[src/rtl/bcd_vote_tally.sv]
// Synchronous packed-BCD vote tally: one counter per candidate plus a grand total,
// with a sequential scan that reports the winner, its count and whether another candidate ties it.

module bcd_incr #(
    parameter int DIGITS = 6
) (
    input  logic [4*DIGITS-1:0] d,
    output logic [4*DIGITS-1:0] q,
    output logic                carry
);
    // carry out of the top digit means d was all 9s
    always_comb begin
        q     = '0;
        carry = 1'b1;
        for (int k = 0; k < DIGITS; k++) begin
            if (carry) begin
                if (d[4*k +: 4] == 4'd9) begin
                    q[4*k +: 4] = 4'd0;
                end else begin
                    q[4*k +: 4] = d[4*k +: 4] + 4'd1;
                    carry       = 1'b0;
                end
            end else begin
                q[4*k +: 4] = d[4*k +: 4];
            end
        end
    end
endmodule

module bcd_vote_tally #(
    parameter int N_CAND   = 5,
    parameter int N_DIGITS = 6,
    parameter int IDX_W    = 3,
    parameter int SATURATE = 1
) (
    input  logic                      clock,
    input  logic                      reset,
    input  logic                      clear,
    input  logic                      vote_valid,
    input  logic [IDX_W-1:0]          vote_cand,
    output logic                      vote_ready,
    output logic                      bad_vote,
    input  logic                      finish,
    input  logic [IDX_W-1:0]          rd_cand,
    output logic [4*N_DIGITS-1:0]     rd_count,
    output logic [4*(N_DIGITS+1)-1:0] total_count,
    output logic [N_CAND-1:0]         ovf,
    output logic                      result_valid,
    output logic [IDX_W-1:0]          winner,
    output logic [4*N_DIGITS-1:0]     winner_count,
    output logic                      tie
);
    localparam int CW = 4*N_DIGITS;
    localparam int TW = 4*(N_DIGITS+1);
    localparam logic [IDX_W:0] NCAND = (IDX_W+1)'(N_CAND);

    typedef enum logic [1:0] {IDLE, SCAN, DONE} state_t;

    state_t                   state_q, state_d;
    logic [N_CAND-1:0][CW-1:0] cnt;
    logic [TW-1:0]            total_q, total_inc;
    logic                     total_cy;
    logic                     accept, idx_ok, count_en;
    logic [IDX_W:0]           scan_i;
    logic                     scan_vld;
    logic [IDX_W-1:0]         scan_idx;
    logic [CW-1:0]            scan_cnt;

    assign idx_ok       = ({1'b0, vote_cand} < NCAND);
    assign accept       = vote_valid & vote_ready;
    assign count_en     = accept & idx_ok;
    assign result_valid = (state_q == DONE);
    assign total_count  = total_q;
    assign rd_count     = ({1'b0, rd_cand} < NCAND) ? cnt[rd_cand] : '0;

    always_comb begin
        state_d    = state_q;
        vote_ready = 1'b0;
        case (state_q)
            IDLE: begin
                vote_ready = ~clear;
                if (finish) state_d = SCAN;
            end
            SCAN:    if (scan_i == NCAND) state_d = DONE;
            DONE:    state_d = DONE;
            default: state_d = IDLE;
        endcase
    end

    always_ff @(posedge clock or posedge reset) begin
        if (reset)      state_q <= IDLE;
        else if (clear) state_q <= IDLE;
        else            state_q <= state_d;
    end

    // per-candidate lanes
    for (genvar c = 0; c < N_CAND; c++) begin : g_lane
        logic [CW-1:0] cnt_r, inc;
        logic          ovf_r, cy;

        bcd_incr #(.DIGITS(N_DIGITS)) u_inc (.d(cnt_r), .q(inc), .carry(cy));

        always_ff @(posedge clock or posedge reset) begin
            if (reset) begin
                cnt_r <= '0;
                ovf_r <= 1'b0;
            end else if (clear) begin
                cnt_r <= '0;
                ovf_r <= 1'b0;
            end else if (count_en && vote_cand == IDX_W'(c)) begin
                cnt_r <= (cy && SATURATE != 0) ? cnt_r : inc;
                if (cy) ovf_r <= 1'b1;
            end
        end

        assign cnt[c] = cnt_r;
        assign ovf[c] = ovf_r;
    end

    bcd_incr #(.DIGITS(N_DIGITS+1)) u_total_inc (.d(total_q), .q(total_inc), .carry(total_cy));

    // scan is two-stage: fetch count[i] into scan_cnt, compare on the next edge
    always_ff @(posedge clock or posedge reset) begin
        if (reset) begin
            total_q      <= '0;
            bad_vote     <= 1'b0;
            scan_i       <= '0;
            scan_vld     <= 1'b0;
            scan_idx     <= '0;
            scan_cnt     <= '0;
            winner       <= '0;
            winner_count <= '0;
            tie          <= 1'b0;
        end else if (clear) begin
            total_q      <= '0;
            bad_vote     <= 1'b0;
            scan_i       <= '0;
            scan_vld     <= 1'b0;
            scan_idx     <= '0;
            scan_cnt     <= '0;
            winner       <= '0;
            winner_count <= '0;
            tie          <= 1'b0;
        end else begin
            bad_vote <= accept & ~idx_ok;
            if (count_en)
                total_q <= (total_cy && SATURATE != 0) ? total_q : total_inc;

            scan_vld <= 1'b0;
            if (state_q == IDLE) begin
                scan_i <= '0;
            end else if (state_q == SCAN && scan_i != NCAND) begin
                scan_cnt <= cnt[scan_i[IDX_W-1:0]];
                scan_idx <= scan_i[IDX_W-1:0];
                scan_vld <= 1'b1;
                scan_i   <= scan_i + 1'b1;
            end

            if (scan_vld) begin
                if (scan_idx == '0 || scan_cnt > winner_count) begin
                    winner       <= scan_idx;
                    winner_count <= scan_cnt;
                    tie          <= 1'b0;
                end else if (scan_cnt == winner_count) begin
                    tie <= 1'b1;
                end
            end
        end
    end
endmodule
[config.mk]
export PLATFORM = sky130hd
export DESIGN_NAME = bcd_vote_tally
export DESIGN_NICKNAME = d
export VERILOG_FILES = /design/src/rtl/bcd_vote_tally.sv
export SDC_FILE = /design/constraint.sdc
export NUM_CORES = 1
export LEC_CHECK = 0
export ABC_AREA = 1
export ABC_CLOCK_PERIOD_IN_PS = 12300
export CORE_MARGIN = 2
export CORE_UTILIZATION = 55
export CTS_BUF_LIST = sky130_fd_sc_hd__clkbuf_4
export CTS_CLUSTER_DIAMETER = 30
export DETAILED_ROUTE_END_ITERATION = 10
export PLACE_DENSITY = 0.75
export REMOVE_ABC_BUFFERS = 1
export SLEW_MARGIN = 10
export SYNTH_ARGS = -nofsm -noshare
export SYNTH_HDL_FRONTEND = slang
export SYNTH_HIERARCHICAL = 1
export SYNTH_SLANG_ARGS = --single-unit
[constraint.sdc]
create_clock -name clock -period 12.3 [get_ports clock]
set_clock_uncertainty 0.05 [all_clocks]
set_input_delay 3.69 -clock clock [delete_from_list [all_inputs] [get_ports clock]]
set_output_delay 3.69 -clock clock [all_outputs]
set_load 0.05 [all_outputs]
* Word-level counts from Yosys, hierarchy flattened
Index checks and enable logic that the tools add are counted.
** Storage, ports and cells
- Output and inout bits :: 88
- Input bits :: 11
- Register bits after elaboration :: 216
** Cells by class
- Bitwise logic cells :: 5
- Magnitude comparators :: 5
- Equality and inequality tests :: 55
- Muxes and demuxes :: 202
- Reductions and logical operators :: 103
- $add $sub $neg :: 38
** Operators with widths (number)
- 24-bit two-way mux :: 24
- 4-bit two-way mux :: 71
- 4-bit by 1-bit adder with 4-bit output (second input constant) :: 38
- 4-bit equality test (second input constant) :: 37
- 24-bit binary-select mux with 3-bit select :: 2
- 3-bit AND reduction :: 31
- 1-bit two-way mux :: 92
- 2-bit nonzero test :: 45
- 28-bit two-way mux :: 3
- 2-bit AND reduction :: 15
- 24-bit equality test :: 1
- 24-bit > comparator :: 1
- 3-bit two-way mux :: 6
- 2-bit inequality test (second input constant) :: 7
- 3-bit by 4-bit less-than comparator with 1-bit output (second input constant) :: 2
- 3-bit by 2-bit equality test with 1-bit output (second input constant) :: 2
- 1-bit logical AND :: 6
- 3-bit logical NOT :: 2
- 3-bit less-than comparator (second input constant) :: 2
- 2-bit two-way mux :: 3
- 3-bit inequality test (second input constant) :: 2
- 2-bit one-hot mux with 3 select lines :: 1
- 3-bit nonzero test :: 2
- 4-bit by 3-bit equality test with 1-bit output (second input constant) :: 1
- other kinds (9) :: 12

* Depth between registers and ports, before layout
Gate-level depths: netlist (run 1).
- Depth in word-level cells :: 11
- Depth in mapped cells :: 17
- Depth with buffers taken out :: 16

* By module
The synthesis (run 1) kept the hierarchy.
** Modules (own cells, without submodules)
- bcd_vote_tally :: seq. area each 5405.2 um^2, area an instance 11417.2 um^2, instances 1, cells an instance 1460
- bcd_incr at g_lane[0].u_inc ... :: seq. area each 0.0 um^2, area an instance 681.9 um^2, instances 5, cells an instance 143
- bcd_incr at u_total_inc :: seq. area each 0.0 um^2, area an instance 789.5 um^2, instances 1, cells an instance 159

* Least setup slack after synthesis (run 1)
Ideal clock, no wire load.
- Path type :: input to output
- Start :: in rd_cand[1]
- End :: out rd_count[14]
- Slack :: 3.156 ns
- Cell stages on the path :: 5
- Arrival time :: 5.404 ns
- Required time :: 8.560 ns
- Cells stage by stage :: clkbuf_1 -> inv_1 -> nand3_1 -> clkbuf_1 -> o21ai_0
** Between the ends
- Longest elaborated chain between the ends :: 3
- Elaborated cells between the ends (all ways) :: 4
** Ends and longest elaborated chain
- from (decl) :: line 44 : input logic [IDX_W-1:0] rd_cand,
- 24-bit binary-select mux with 3-bit select :: line 74 : assign rd_count = ({1'b0, rd_cand} < NCAND) ? cnt[rd_cand] : '0;
- 24-bit two-way mux (not written as such) :: line 74
- 24-bit two-way mux * :: line 74
- to (decl) :: line 45 : output logic [4*N_DIGITS-1:0] rd_count,
Mark *: on every way between the ends. The rest lies on a longest branch, timed or not. The select of a mux whose other input is x is not followed.

* Worst setup path after layout (run 1)
- Start :: in rd_cand[1]
- End :: out rd_count[23]
The elaborated chain is that of the path after synthesis.

==> impl_results.md, run 1 <==
- Initial DRT Pass Iterations: 7
- CP top delay family: buffers and inverters
- Fillers: 2,506
- Via density: 5.82
- Post-CTS sizing: 0
- Least-Margin Pin Slew: 1.24 ns
- Overall routed net length: 46.8 mm
- Synthesis-to-layout area growth: 12.1%
- Hold_buf cts: 0
- Worst Path Max Fanout: 16
- #FFs+latches synth: 216
- Bufs on Longest Clock Path: 3
- Main flop type after synthesis: dfrtp_1
- Post-synth top area share: 34.6%
- Critical Path Start Type: input pin
- CTS tree: done
- Post-Route M1 WL: 19.4 mm
- Average size of a mapped cell: 6.69 um^2
- Initial antenna violation count: 1
- Clk Latency, worst-skew pair: 0.70 ns
- 1st-iter DRT viols: 1,896
- Biggest area consumer among synthesized cells: dfrtp_1
- WP buf/inv: 3
- Element type at the critical path end: output pin
- Critical path class: in -> out
- Setup Viol. Count Final: 0
- Core Rows: 61
- HP Class: reg -> reg
- FF+latch area: 5410 um^2
- Final period utilization: 86.0%
- Hold Slack: 0.419 ns
- Clock Sink Count: 216
- GRT overflow: 0
- I/O pin total: 99
- DRC errors left: 0
- Slowest library cell on the worst path: clkdlybuf4s50_1
- Register area share after synthesis: 34.6%
- Cells after Synth: 2,334
- Crit path DAT: 6.84 ns
- Top routing layer used: met4
- Final ANT Viol Nets: 0
- Vias after detailed routing: 16,434
- Fmax: 0.0945 GHz
- Vias in the first global route: 15,054
- Total track usage: 31.0%
- GP Congestion: 0.927
- # Max-Cap Violations: 0
- Worst rel slew slack: 17.3%
- Area occupied by multi-input gates: 8350 um^2
- Global-route wire length before repair: 75.9 mm
- CTS root buffer: clkbuf_4
- Die Height: 173 um
- Fin crit period: 10.58 ns
- Routed length on met3: 4.18 mm
- Most instantiated cells after synthesis: 462 x nand2_1, 371 x nand3_1, 322 x inv_1
- Initial core utilization: 56.1%
- Final #Nets: 2,441
- Peak supply drop: 0.0633 mV
- H-tree depth: 3
- Post-CTS Setup Bufs: 0
- Crit-path most repeated cell: clkdlybuf4s50_1
- Largest cells by area after synthesis: dfrtp_1 35%, nand3_1 12%, nand2_1 11%
- Area of the core: 27,900 um^2
- Cell Chain, Critical Path: clkdlybuf4s50_1, inv_1, nand3_1, o21ai_0, clkdlybuf4s50_1
- Ys async rst share: 100%
- WL met2: 21.6 mm
- CTS clk-pin slew, worst paths: 0.06 ns
- Critical Path RT: 8.56 ns
- Synth unique cells: 39
- DIE WIDTH: 173 um
- Wirelength per Cell: 16.6 um
- Pins Over Slew Limit: 0
- Fin Setup TNS: 0 ns
- CP peak stage delay: 0.92 ns
- Total chip power: 0.00178 W
- Synthesized area: 15,600 um^2
- Die ar.: 29,800 um^2
- Largest net degree at the start of global routing: 147
- Detailed placer's ending HPWL: 31.7 mm
- Cell area power density: 102 nW/um^2
- Share of post-route cells with drive strength above 1: 9.09%
- Leak: 7.49 nW
- Synth warnings: 6
- Cts bufs inserted: 67
- Port bufs: 98
- Final hold vios: 0
- Status: completed
- Count leader, synth: nand2_1
- Unrepaired setup endpoints after global routing: no
- EDFF count, synth: 0
flip-flops by register name (all words and copies together) (netlist names):
signal and cells:
bad_vote 1, scan_idx 3, scan_cnt 24, g_lane.ovf_r 5
scan_i 4, total_count 28, g_lane.cnt_r 120, winner_count 24
winner 3, state_q 2, scan_vld 1, tie 1
metrics by stage:
step,worst slack [ns],util [%],std cells,instance area (um^2)
2_1_floorplan,2.65,-,2213,15000
3_3_place_gp,1.82,59.7,2709,16600
3_5_place_dp,1.78,59.7,2709,16600
4_1_cts,1.79,62.8,2821,17500
5_1_grt,1.64,62.8,2822,17500
6_report,1.72,62.8,2822,17500
final timing paths:
check / start / to / slack, ns / depth (start not counted)
setup reg to reg: winner_count[23] / winner_count[14] / 9.13 / 13
hold reg to reg: winner[0] / winner[0] / 0.42 / 2
min in group asynchronous: reset / total_count[22] / 3.63 / 2
setup / recovery: rd_cand[1] / rd_count[23] / 1.72 / 5
max in group asynchronous: reset / g_lane[0].cnt_r[2] / 6.95 / 3
hold / removal: winner[0] / winner[0] / 0.42 / 2
cells by family (layout without fill, tap and decap cells):
group	after synthesis	in the layout	share of synthesized area, %
and+or+nand+nor	1131	1131	33.4
buffers and inverters	464	573	11.9
AOI/OAI and AO/OA	453	453	15.4
DFF	216	216	34.6
xor gates and xnor gates	40	40	2.24
adders and majority gates	30	30	2.40
other	0	1	0
cell type report:
type                       instances  area share (%)
tap                              378            2.70
timing repair buffer             118            6.41
sequential                       216            30.9
clock buffer                      90            3.86
clock inverter                    22            1.02
antenna                            1          0.0143
multi-input combinational       1654            47.7
inverter                         343            7.40
report_power, final:
part / internal, W / switching (W) / leakage (nW)
sequential: 0.000723 / 0.0000102 / 3.01
combinational: 0.0000808 / 0.000225 / 3.98
clock: 0.000403 / 0.000337 / 0.496
cell usage in the layout, fill, tap and decap left out, drive strengths merged, types with 5 or more instances in the layout:
master,synthesis,layout
nand3b,6,6
a21oi,74,74
a21boi,7,7
ha,30,30
a22oi,5,5
clkbuf,71,90
inv,342,343
o31ai,5,5
nand4,28,28
nand2,480,480
o22ai,6,6
o21ai,329,329
or2,10,10
buf,50,22
nand3,377,377
clkinv,1,17
xor2,39,39
o221ai,12,12
nor3,15,15
clkdlybuf4s50,0,96
nor2,210,210
dfrtp,216,216
o211ai,11,11
tightest hold or removal path, stage by stage (launching register included):
cell	delay, ns
dfrtp_1	0.34
nand2_1	0.05
nand2_1	0.04
routing by layer:
layer  GRT usage (%)  vias to the layer above
met2            50.2                      747
li1                -                     7784
met4            12.2                        0
met3            4.91                      146
met1            41.6                     7757
met5               0                        -
Power figures use the tool's default switching activity.
==> run 2, diff against run 1 <==
- CORE_MARGIN: 2 -> not set
==> impl_results.md, run 2 (synthesized netlist as in run 1, its figures left out) <==
- Status: completed
- Hold Path Stages: 2
- CTS tree: done
- Slowest library cell on the worst path: clkdlybuf4s50_1
- Fmax: 0.0950 GHz
- Fin crit period: 10.52 ns
- CP peak stage delay: 0.91 ns
- Worst hold start: winner[2]
- HP Class: reg -> reg
- 1st-iter DRT viols: 1,898
- Crit path DAT: 6.78 ns
- GRT overflow: 0
- Setup WS post-layout: 1.78 ns
- Most common cell after layout, fill and taps aside: nand2_1
- Final period utilization: 85.5%
- Final #Nets: 2,443
- Total track usage: 32.3%
- Worst flop-to-flop path endpoint: winner_count[17]
- Critical path class: in -> out
- DRC errors left: 0
- Leak: 7.49 nW
- Peak supply drop: 0.0708 mV
- Reg2reg start: winner_count[21]
- Fillers: 2,554
- Initial core utilization: 56.1%
- Critical Path Start Type: input pin
- Pre-CTS setup slack: 1.91 ns
- Share of post-route cells with drive strength above 1: 9.19%
- Util after Layout: 62.7%
- Cts bufs inserted: 67
- Fin Setup TNS: 0 ns
- Element type at the critical path end: output pin
- Port bufs: 98
- Post-CTS Setup Bufs: 0
- Cell Chain, Critical Path: clkdlybuf4s50_1, buf_4, inv_1, nand3_1, o21ai_0, clkdlybuf4s50_1
- Clock Sink Count: 216
- Crit-path most repeated cell: clkdlybuf4s50_1
- Global-route wire length before repair: 74.8 mm
- Largest net degree at the start of global routing: 99
- Area occupied by multi-input gates: 8350 um^2
- Worst rel slew slack: 14.8%
- Most frequent cells in the layout: 462 x nand2_1, 371 x nand3_1, 320 x inv_1
- Most flop-heavy register: g_lane.cnt_r
- CTS root buffer: clkbuf_4
- # Max-Cap Violations: 0
- Worst r2r path cells: 13
- GP Congestion: 0.933
- Initial antenna violation count: 1
- Setup Viol. Count Final: 0
- Initial DRT Pass Iterations: 8
- Cell area power density: 99.1 nW/um^2
- I/O pin total: 99
- Die Height: 171 um
- Core Rows: 61
- Least-Margin Pin Slew: 1.27 ns
- Overall routed net length: 46.3 mm
- Total chip power: 0.00173 W
- Post-CTS sizing: 0
- H-tree depth: 3
- Max reg flops: 120
- CTS clk-pin slew, worst paths: 0.06 ns
- Hold Slack: 0.434 ns
- Pins Over Slew Limit: 0
- Detailed placer's ending HPWL: 31.8 mm
- Bufs on Longest Clock Path: 3
- Clk Latency, worst-skew pair: 0.69 ns
- Area of the core: 27,900 um^2
- DIE WIDTH: 171 um
- Unrepaired setup endpoints after global routing: no
- Critical Path RT: 8.56 ns
- Final hold vios: 0
- Wirelength per Cell: 16.4 um
- Worst hold endpoint: winner[2]
- Hold_buf cts: 0
- FF+latch area: 5410 um^2
- Final ANT Viol Nets: 0
- Worst Path Max Fanout: 36
- Vias after detailed routing: 16,286
- Synthesis-to-layout area growth: 11.9%
- Vias in the first global route: 14,812
- Die ar.: 29,100 um^2
- Internal reg-to-reg setup slack: 9.14 ns
- Via density: 5.76
run 2: cell count changes in the layout (fill, tap and decap cells not counted), sizes merged:
cell and delta:
buf +2, clkbuf -2, inv +1, clkinvlp -1, bufinv -2, clkinv +7
run 2: worst max-delay path by stage:
stage | from | endpoint | slack, ns | depth (start not counted)
final | rd_cand[1] | rd_count[23] | 1.78 | 6
after global routing | rd_cand[1] | rd_count[13] | 1.76 | 7
after CTS | rd_cand[1] | rd_count[23] | 1.91 | 6
after detailed placement | rd_cand[1] | rd_count[23] | 1.91 | 6
after global placement | rd_cand[1] | rd_count[23] | 1.95 | 6
after floorplan | reset | bad_vote | 2.65 | 1
run 2: routing by layer:
layer / routed length [um] / track usage [%] / part of all wire (%) / vias to the layer above
li1: - / - / - / 7794
met1: 19400 / 43.0 / 42 / 7588
met2: 21100 / 51.2 / 45 / 768
met3: 4200 / 6.18 / 9.1 / 136
met4: 1660 / 13.9 / 3.6 / 0
met5: 0 / 0 / 0 / -
run 2: final cells by class:
cell class              count  share of cell area [%]
multi-input cells        1654                    47.8
flip-flops and latches    216                    30.9
inverters                 343                    7.41
repair buffers            120                    6.50
clock buffers              88                    3.78
well taps                 378                    2.71
clock inverters            27                   0.859
diodes                      1                  0.0143
run 2: stage by stage:
stage,cell area (um^2),cells
detailed placement,16700,2711
finish,17500,2827
global placement,16700,2711
floorplan,15000,2213
CTS,17500,2826
global route,17500,2827
run 2: critical path: cells and delay by family:
| family | cells | cell delay [ns] |
|---|---|---|
| buffers and inverters | 4 | 2.01 |
| AO/OA/AOI/OAI | 1 | 0.61 |
| AND/OR/NAND/NOR | 1 | 0.45 |
run 2: where the power goes:
part           total, W  switching (W)  internal [W]  leakage, nW
sequential     0.000733      0.0000104      0.000723         3.01
clock          0.000691       0.000333      0.000358        0.485
combinational  0.000308       0.000227     0.0000810         3.99
total           0.00173       0.000570       0.00116         7.49
==> edit: new RTL, flow settings as in run 2 <==
Reset style: synchronous (`reset`), changed in 3 clocked blocks.
--- a/src/rtl/bcd_vote_tally.sv
+++ b/src/rtl/bcd_vote_tally.sv
@@ -88,5 +88,5 @@
     end
 
-    always_ff @(posedge clock or posedge reset) begin
+    always_ff @(posedge clock) begin
         if (reset)      state_q <= IDLE;
         else if (clear) state_q <= IDLE;
@@ -101,5 +101,5 @@
         bcd_incr #(.DIGITS(N_DIGITS)) u_inc (.d(cnt_r), .q(inc), .carry(cy));
 
-        always_ff @(posedge clock or posedge reset) begin
+        always_ff @(posedge clock) begin
             if (reset) begin
                 cnt_r <= '0;
@@ -121,5 +121,5 @@
 
     // scan is two-stage: fetch count[i] into scan_cnt, compare on the next edge
-    always_ff @(posedge clock or posedge reset) begin
+    always_ff @(posedge clock) begin
         if (reset) begin
             total_q      <= '0;
Formal check against the unedited RTL: differs if reset is asserted again (counterexample within 4 cycles, from zero or initial values and one cycle with reset high); with reset held inactive, the same outputs for 4 cycles.
==> edit against run 2 <==
  * Critical path depth unchanged
  * Routed wire length down 13%
  * Design area down 7.1%
  * Cell count down 2.4%
  * Register-to-register slack worse by 0.20 ns
  * Area after synthesis down 7.4%
  * Utilization up 1.0 points
  * Setup slack better by 0.049 ns
  * Sequential cell count unchanged
  * Hold slack worse by 0.014 ns
  * Sequential share of layout area down 4.3 points
  * Highest routed layer unchanged
Power is not compared: it rests on default switching activity, and its combinational part moved more than twofold at a synthesized area within 25%.
==> edit: results (changes against run 2) <==
| Metric | Value |
|---|---|
| Status | complete, no violations |
| Cts bufs inserted | 68 (+1.5%) |
| Peak VDD IR | 0.0754 mV |
| # resized after CTS | 0 (unchanged) |
| Number of global-route vias before repair | 13508 (-8.8%) |
| Initial DRT Pass Iterations | 6 (-2) |
| DR WL met3 | 2930 um (-30%) |
| Synth area leaders | dfxtp_1, nand2_1, o21ai_0 |
| P_leak | 5.95 nW |
| Vias per cell | 5.53 (-4.0%) |
| Dpl hpwl | 28100 um (-12%) |
| Reg-to-Reg Start | scan_i[1] |
| Hold endpoint | g_lane[3].ovf_r |
| Worst Hold Launch | g_lane[3].ovf_r |
| Routed met2 length | 18500 um (-12%) |
| Largest net degree at the start of global routing | 97 (-2.0%) |
| First-pass GRT wire length | 65400 um (-13%) |
| Final Net Count | 2424 (-0.78%) |
| RR Endpoint | scan_cnt[22] |
| Placed cell area | 0.0154 mm2 (-7.7%) |
| Cts hold-fix bufs | 0 (unchanged) |
| GRT Util Overall | 30.0% (-2.3 points) |
| Worst reg-to-reg path cell count | 9 (-4) |
| Cell variety after synth | 43 (+10%) |
| Layout cell share with drive strength beyond 1 | 9.22% (+0.031 points) |
| Worst Hold Depth | 2 (unchanged) |
| Post-synth top cells | nand2_1, inv_1, nor2_1 |
| Max layer used | met4 |
| Largest Register | g_lane.cnt_r |
| Crit-path max FO | 26 (-28%) |
| Fill cell count | 2389 (-6.5%) |
| Worst Path Arrival | 6.73 ns (-0.05 ns) |
| Max FFs per register | 120 (unchanged) |
| Initial antenna violation count | 1 (unchanged) |
| Met1 Routed Length | 17000 um (-12%) |
| Initial drt markers | 1171 (-38%) |
| Async set-reset flop share out of synthesis | 0% (-100 points) |
| Wire per inst | 14.7 um (-11%) |
| Worst Hold Margin | 0.420 ns (-0.0142 ns) |
| Max-slew headroom | 17.7% (+2.9 points) |
| Worst skew pair latency | 0.70 ns |
| Placer Congestion | 0.894 (-4.2%) |
| Min-delay worst type | reg -> reg |
| Post-synthesis sequential area ratio | 29.9% (-4.7 points) |
| H-tree levels | 3 (unchanged) |
| Flop2flop setup slack | 8.94 ns (-0.20 ns) |
## edit: changes by cell type after synthesis, moves of 12 or more
cell	change
o21ai_0	-32
a32oi_1	+19
o21ai_1	+15
a21oi_1	+170
dfxtp_1	+216
nand2_1	-40
inv_1	-22
nand3_1	-245
dfrtp_1	-216
o221ai_1	-12
nor2_1	+118
## edit: power by group through the flow
stage                     Clock, mW  Combinational, mW  Sequential (mW)
after floorplan                   0             0.0796            0.740
after CTS                     0.745              0.135            0.717
after global routing          0.781              0.149            0.718
final                         0.723              0.136            0.717
after global placement            0              0.132            0.732
after detailed placement          0              0.134            0.732
## edit: cell families (layout without fill, tap and decap cells)
group,Yosys count,after routing,synth area share (%)
other,0,1,0
flip-flops,216,216,29.9
AND/OR/NAND/NOR,964,964,29.6
buffers and inverters,447,555,12.5
adder cells (fa/ha/maj),30,30,2.60
AO/OA/AOI/OAI,625,625,23.0
XOR/XNOR,39,39,2.36
## edit: through the flow
| stage | std cells | total power [mW] | utilization (%) | worst slack, ns |
|---|---|---|---|---|
| global route | 2760 | 1.65 | 63.7 | 1.72 |
| floorplan | 2201 | 0.820 | - | 2.65 |
| CTS | 2759 | 1.60 | 63.7 | 1.92 |
| finish | 2760 | 1.58 | 63.7 | 1.83 |
| global placement | 2643 | 0.864 | 60.4 | 1.96 |
| detailed placement | 2643 | 0.866 | 60.4 | 1.92 |
## edit: layer usage
metal | global-route usage [%] | up-vias
met1 | 37.2 | 6852
met4 | 17.5 | 0
li1 | - | 7724
met5 | 0 | -
met3 | 5.71 | 121
met2 | 48.3 | 560
## edit: worst max path at each step
stage                         to  slack, ns  cells past startpoint
CTS                 rd_count[16]       1.92                      6
global route        rd_count[11]       1.72                      6
detailed placement  rd_count[16]       1.92                      6
finish              rd_count[15]       1.83                      6
floorplan           rd_count[10]       2.65                      3
global placement    rd_count[16]       1.96                      6
## edit: layout make-up
type | instances | share of cell area, %
multi-input combinational | 1658 | 51.3
sequential | 216 | 26.6
inverter | 327 | 7.56
timing repair buffer | 112 | 6.66
clock buffer | 92 | 4.25
tap | 330 | 2.54
clock inverter | 24 | 0.986
antenna | 1 | 0.0154
## edit: critical path, cell delays in order
cell and delay [ns]:
clkdlybuf4s50_1 0.40, buf_4 0.23, inv_1 0.11, nand3_1 0.61
o21ai_0 0.76, clkdlybuf4s50_1 0.92
